--- src/rtl/sopc_run_ctrl_pkg.sv ---
// Shared types and constants for the SOPC run controller.
// Reset level matches the openMIPS core convention (reset asserted high).
package sopc_run_ctrl_pkg;

    typedef enum logic [2:0] {
        RC_IDLE    = 3'd0,
        RC_HOLD    = 3'd1,
        RC_RELEASE = 3'd2,
        RC_RUN     = 3'd3,
        RC_DONE    = 3'd4
    } rc_state_e;

    localparam logic RST_ENABLE  = 1'b1;
    localparam logic RST_DISABLE = 1'b0;

    function automatic int unsigned cnt_width(input int unsigned max_val);
        return (max_val < 2) ? 1 : $clog2(max_val + 1);
    endfunction

endpackage

--- src/rtl/run_cycle_counter.sv ---
// Saturating run-cycle counter with synchronous clear and a terminal-count compare.
module run_cycle_counter #(
    parameter int unsigned CNT_W    = 16,
    parameter bit          TERM_EN  = 1'b1,
    parameter int unsigned TERM_VAL = 49
) (
    input  logic             clk,
    input  logic             rst,
    input  logic             clr,
    input  logic             en,
    output logic [CNT_W-1:0] cnt,
    output logic             term
);

    always_ff @(posedge clk) begin
        if (!rst || clr) begin
            cnt <= '0;
        end else if (en && (cnt != '1)) begin
            cnt <= cnt + 1'b1;
        end
    end

    assign term = TERM_EN && (cnt == CNT_W'(TERM_VAL));

endmodule

--- src/rtl/sopc_run_ctrl.sv ---
// Run controller: holds core resets, releases enabled channels staggered,
// then runs until all enabled cores halt or the cycle budget expires.
module sopc_run_ctrl
    import sopc_run_ctrl_pkg::*;
#(
    parameter int unsigned NUM_CH      = 2,
    parameter int unsigned HOLD_CYCLES = 10,
    parameter int unsigned STAGGER     = 1,
    parameter int unsigned RUN_CYCLES  = 50,
    parameter int unsigned CNT_W       = 16
) (
    input  logic              clk,
    input  logic              rst,
    input  logic              start,
    input  logic              abort,
    input  logic [NUM_CH-1:0] ch_en,
    input  logic [NUM_CH-1:0] halt_in,
    output logic [NUM_CH-1:0] ch_rst_o,
    output logic              busy,
    output logic              done,
    output logic              timeout,
    output logic [CNT_W-1:0]  cycle_cnt
);

    localparam int unsigned REL_MAX = (NUM_CH - 1) * STAGGER;
    localparam int unsigned PH_MAX  = (HOLD_CYCLES > REL_MAX) ? HOLD_CYCLES : REL_MAX;
    localparam int unsigned PH_W    = cnt_width(PH_MAX);

    rc_state_e         state, state_nx;
    logic [NUM_CH-1:0] en_q, halted_q, rel_hit;
    logic [PH_W-1:0]   phase_cnt;
    logic              accept, all_halt, run_term, cnt_en;

    always_ff @(posedge clk) begin
        if (!rst) state <= RC_IDLE;
        else      state <= state_nx;
    end

    always_comb begin
        state_nx = state;
        accept   = 1'b0;
        all_halt = &(halted_q | halt_in | ~en_q);
        if (abort) begin
            state_nx = RC_IDLE;
        end else begin
            case (state)
                RC_IDLE, RC_DONE: begin
                    if (start && (|ch_en)) begin
                        accept   = 1'b1;
                        state_nx = RC_HOLD;
                    end
                end
                RC_HOLD: begin
                    if (phase_cnt == PH_W'(HOLD_CYCLES - 1)) state_nx = RC_RELEASE;
                end
                RC_RELEASE: begin
                    if (phase_cnt == PH_W'(REL_MAX)) state_nx = RC_RUN;
                end
                RC_RUN: begin
                    if (all_halt || run_term) state_nx = RC_DONE;
                end
                default: state_nx = RC_IDLE;
            endcase
        end
    end

    // phase_cnt times HOLD and RELEASE; it restarts at 0 on every state change
    always_ff @(posedge clk) begin
        if (!rst) begin
            en_q      <= '0;
            halted_q  <= '0;
            done      <= 1'b0;
            timeout   <= 1'b0;
            busy      <= 1'b0;
            phase_cnt <= '0;
        end else begin
            busy <= (state_nx == RC_HOLD) || (state_nx == RC_RELEASE) || (state_nx == RC_RUN);
            if (state_nx != state)
                phase_cnt <= '0;
            else if ((state == RC_HOLD) || (state == RC_RELEASE))
                phase_cnt <= phase_cnt + 1'b1;

            if (abort) begin
                done    <= 1'b0;
                timeout <= 1'b0;
            end else if (accept) begin
                en_q     <= ch_en;
                halted_q <= '0;
                done     <= 1'b0;
                timeout  <= 1'b0;
            end else if (state == RC_RUN) begin
                halted_q <= halted_q | (halt_in & en_q);
                if (state_nx == RC_DONE) begin
                    done    <= all_halt;
                    timeout <= ~all_halt;
                end
            end
        end
    end

    for (genvar i = 0; i < NUM_CH; i++) begin : g_ch
        localparam int unsigned REL_AT = i * STAGGER;
        assign rel_hit[i] = (state == RC_RELEASE) && en_q[i] && (phase_cnt == PH_W'(REL_AT));
    end

    // Resets are only ever released while in RELEASE/RUN; any other state forces them back on
    always_ff @(posedge clk) begin
        if (!rst || abort || !((state == RC_RELEASE) || (state == RC_RUN))) begin
            ch_rst_o <= {NUM_CH{RST_ENABLE}};
        end else begin
            for (int unsigned i = 0; i < NUM_CH; i++) begin
                if (rel_hit[i]) ch_rst_o[i] <= RST_DISABLE;
            end
        end
    end

    assign cnt_en = (state == RC_RUN) && !abort;

    run_cycle_counter #(
        .CNT_W    (CNT_W),
        .TERM_EN  (RUN_CYCLES != 0),
        .TERM_VAL ((RUN_CYCLES == 0) ? 0 : RUN_CYCLES - 1)
    ) u_run_cycle_counter (
        .clk  (clk),
        .rst  (rst),
        .clr  (accept),
        .en   (cnt_en),
        .cnt  (cycle_cnt),
        .term (run_term)
    );

endmodule

--- config.mk ---
export PLATFORM = sky130hd
export DESIGN_NAME = sopc_run_ctrl
export DESIGN_NICKNAME = d
export VERILOG_FILES = /design/src/rtl/sopc_run_ctrl_pkg.sv /design/src/rtl/run_cycle_counter.sv /design/src/rtl/sopc_run_ctrl.sv
export SDC_FILE = /design/constraint.sdc
export NUM_CORES = 1
export LEC_CHECK = 0
export BUFFER_PORTS_ARGS = -buffer_cell sky130_fd_sc_hd__buf_2
export CORE_ASPECT_RATIO = 0.7
export CORE_MARGIN = 10
export CORE_UTILIZATION = 45
export DETAILED_ROUTE_END_ITERATION = 16
export PLACE_DENSITY = 0.75
export SLEW_MARGIN = 15
export SYNTH_ARGS = -nofsm -noshare
export SYNTH_HDL_FRONTEND = slang
export SYNTH_SLANG_ARGS = --single-unit
export TNS_END_PERCENT = 10
--- constraint.sdc ---
create_clock -name clk -period 2.1 [get_ports clk]
set_input_delay 0.105 -clock clk [delete_from_list [all_inputs] [get_ports clk]]
set_output_delay 0.105 -clock clk [all_outputs]
set_load 0.01 [all_outputs]
==> impl_metrics.toml <==
[floorplanning]
start_util_pct = 48.6
die_area_mm2 = 0.00689
io_pins = 29
die_w_um = 95.0
die_h_um = 72.5
coreArea_mm2 = 0.00365
num_rows = 18

[cts]
htreeDepth = 2
cts-resized-gates = 0
cts_tree = "yes"
cts.sinks = 32
numCtsBuffers = 5
hold_buffers = 0
clockBufferDepth = 2
cts_setup_buffers = 0
cts_root_buf = "clkbuf_8"
path_clk_slew_ns = 0.07
clk_latency_ns = 0.28

[placement]
port_buffers = 28
dp_hpwl_um = 3570
dpl_worst_slack_ns = 0.212
gp_congestion = 0.924
placed_area_mm2 = 0.00203

[yosys]
synth_edf_count = 0
synth_seq_area_share_pct = 36.2
synth_flop_cell = "dfxtp_1"
yosys_warnings = 0
avgSynthCellArea_um2 = 8.32
ys_ff_latch = 32
async_reset_ff_share_pct = 0
synthCells = 213
synth_nets = 226
synth_cell_types = 45
syn_area_mm2 = 0.00177

[cells_and_area]
area_growth_pct = 20.4
n_antenna_cell = 0
fin_util_pct = 58.5
drive_above_1_share_pct = 20.6
fin_area_mm2 = 0.00213
nNetsFinal = 264

[timing]
fin_crit_sh_pct = 91.8
fin_ws_ns = 0.173
fin_hold_ws_ns = 0.0878
slew_viol_final = 0
maxSlewHeadroom_pct = 62.4
rsz0062_at_grt = "no"
hold_violations = 0
fin_tns_setup_ns = 0
setup_viol = 0
fmax_mhz = 519
finalCriticalPeriod_ns = 1.93
worstMarginPinSlew_ns = 0.559
fin_skew_ns = 0.00843

[detailed_routing]
wirelength_um = 4670
vias_per_cell = 6.08
post_drt_wl_per_cell_um = 15.5
drt_iter0_drc = 265
drt.antenna.violating_nets = 0
firstDrtPassIters = 6
dr_total_vias = 1835
drc = 0

[run_status]
outcome = "finished, final reports clean"

[critical_path]
ff2ff_setup_slack_ns = 0.17
setup.worst_path.start_class = "flip-flop"
cp-end-kind = "flip-flop"
reg2reg_from = "state[2]"
critPathKind = "flip-flop to flip-flop"
critPathLaunch = "state[2]"
required_ns = 2.27
cp_max_fo = 11
cp.arrival_ns = 2.10

[global_route]
overflow = 0
grt_pass1_wl_um = 8040
first_global_vias = 1606
grtUsageTotal_pct = 14.2
antenna_found_initial = 0
grt_max_degree = 16

[power]
leakagePower_nw = 0.760
cellPowerDensity_mw_per_mm2 = 596
irDropWorstVdd_uv = 404

[min_path]
min_from = "halt_in[0]"
hold_path_class = "primary input to flip-flop"

[run]
drv_cap = 0
==> report_power, final <==
part	internal (mW)	total, mW	switching [mW]
sequential	0.611	0.616	0.00458
clock	0.352	0.580	0.228
combinational	0.0282	0.0768	0.0486
total	0.991	1.27	0.281
==> final cells by class <==
class / count / area (um2)
multi-input combinational: 163 / 1060
clock buffer: 6 / 72.6
sequential: 32 / 641
clock inverter: 2 / 35.0
tap: 50 / 62.6
timing repair buffer: 39 / 223
fill: 353 / 1520
inverter: 10 / 37.5
==> worst paths after layout <==
| kind | end | cells after the start |
|---|---|---|
| max | u_run_cycle_counter.cnt[11] | 4 |
| min | halted_q[0] | 3 |
| max reg2reg | u_run_cycle_counter.cnt[11] | 4 |
| min reg2reg | ch_rst_o[1] | 1 |
==> cell families after synthesis <==
kind of cell | Yosys count | synth area share (%)
compound gates | 52 | 18.5
mux | 4 | 2.26
xor+xnor | 4 | 1.98
simple gates | 98 | 33.7
fa+ha+maj | 5 | 3.53
buf+inv | 18 | 3.88
flops | 32 | 36.2
==> routing by layer <==
layer  up-vias  track usage, %  wire [um]
met3         6            4.73        496
met4         0            2.81         23
met2        93            19.1       1870
li1        887               -          -
met5         -               0          0
met1       849            21.0       2290
==> synth_stat cells (all sizes together), types with 2 or more instances <==
| master | instances | area, um2 |
|---|---|---|
| o21ai | 8 | 40.0 |
| nand2 | 17 | 63.8 |
| o31ai | 9 | 67.6 |
| mux2i | 4 | 40.0 |
| o21a | 2 | 15.0 |
| a221o | 2 | 20.0 |
| nor4bb | 2 | 20.0 |
| nand2b | 5 | 31.3 |
| or4 | 8 | 60.1 |
| dfxtp | 32 | 641 |
| nor2b | 3 | 18.8 |
| a21oi | 19 | 95.1 |
| nor3b | 3 | 22.5 |
| clkbuf | 7 | 26.3 |
| nand3 | 11 | 60.1 |
| nor4 | 7 | 50.1 |
| ha | 5 | 62.6 |
| a31oi | 5 | 31.3 |
| or3 | 7 | 43.8 |
| nor2 | 11 | 41.3 |
| nor3 | 9 | 45.0 |
| or4b | 2 | 20.0 |
| xnor2 | 4 | 35.0 |
| nand4 | 6 | 43.8 |
| inv | 10 | 37.5 |
==> cells in the final DEF (no fill, tap or decap), types with 3 or more instances in the layout <==
| master | n |
|---|---|
| xnor2_1 | 4 |
| nor2_1 | 11 |
| o21ai_0 | 7 |
| or4_1 | 8 |
| nor3_1 | 9 |
| o31ai_1 | 9 |
| ha_1 | 5 |
| nand3_1 | 10 |
| inv_1 | 10 |
| clkbuf_8 | 5 |
| a31oi_1 | 5 |
| dfxtp_1 | 32 |
| a21oi_1 | 19 |
| nor3b_1 | 3 |
| or3_1 | 7 |
| nand2b_1 | 5 |
| nor2b_1 | 3 |
| nor4_1 | 6 |
| nand2_1 | 17 |
| mux2i_1 | 4 |
| nand4_1 | 5 |
| buf_4 | 11 |
| buf_2 | 28 |
==> critical path: stages, from the launching register on <==
cell and delay, ns:
dfxtp_1 0.42, nand4bb_4 0.31, or3_1 0.44, or4b_1 0.52, mux2i_1 0.13
==> flip-flops by register name, summed over array words and instances (netlist names) <==
register                 cells
busy                         1
phase_cnt                    4
u_run_cycle_counter.cnt     16
ch_rst_o                     2
halted_q                     2
timeout                      1
done                         1
en_q                         2
state                        3
==> through the flow <==
step,cells,total power [mW]
finish,302,1.27
global route,302,1.32
CTS,302,1.27
detailed placement,294,0.705
global placement,294,0.704
floorplan,213,0.674
No activity file was read; power rests on OpenSTA's default activity.
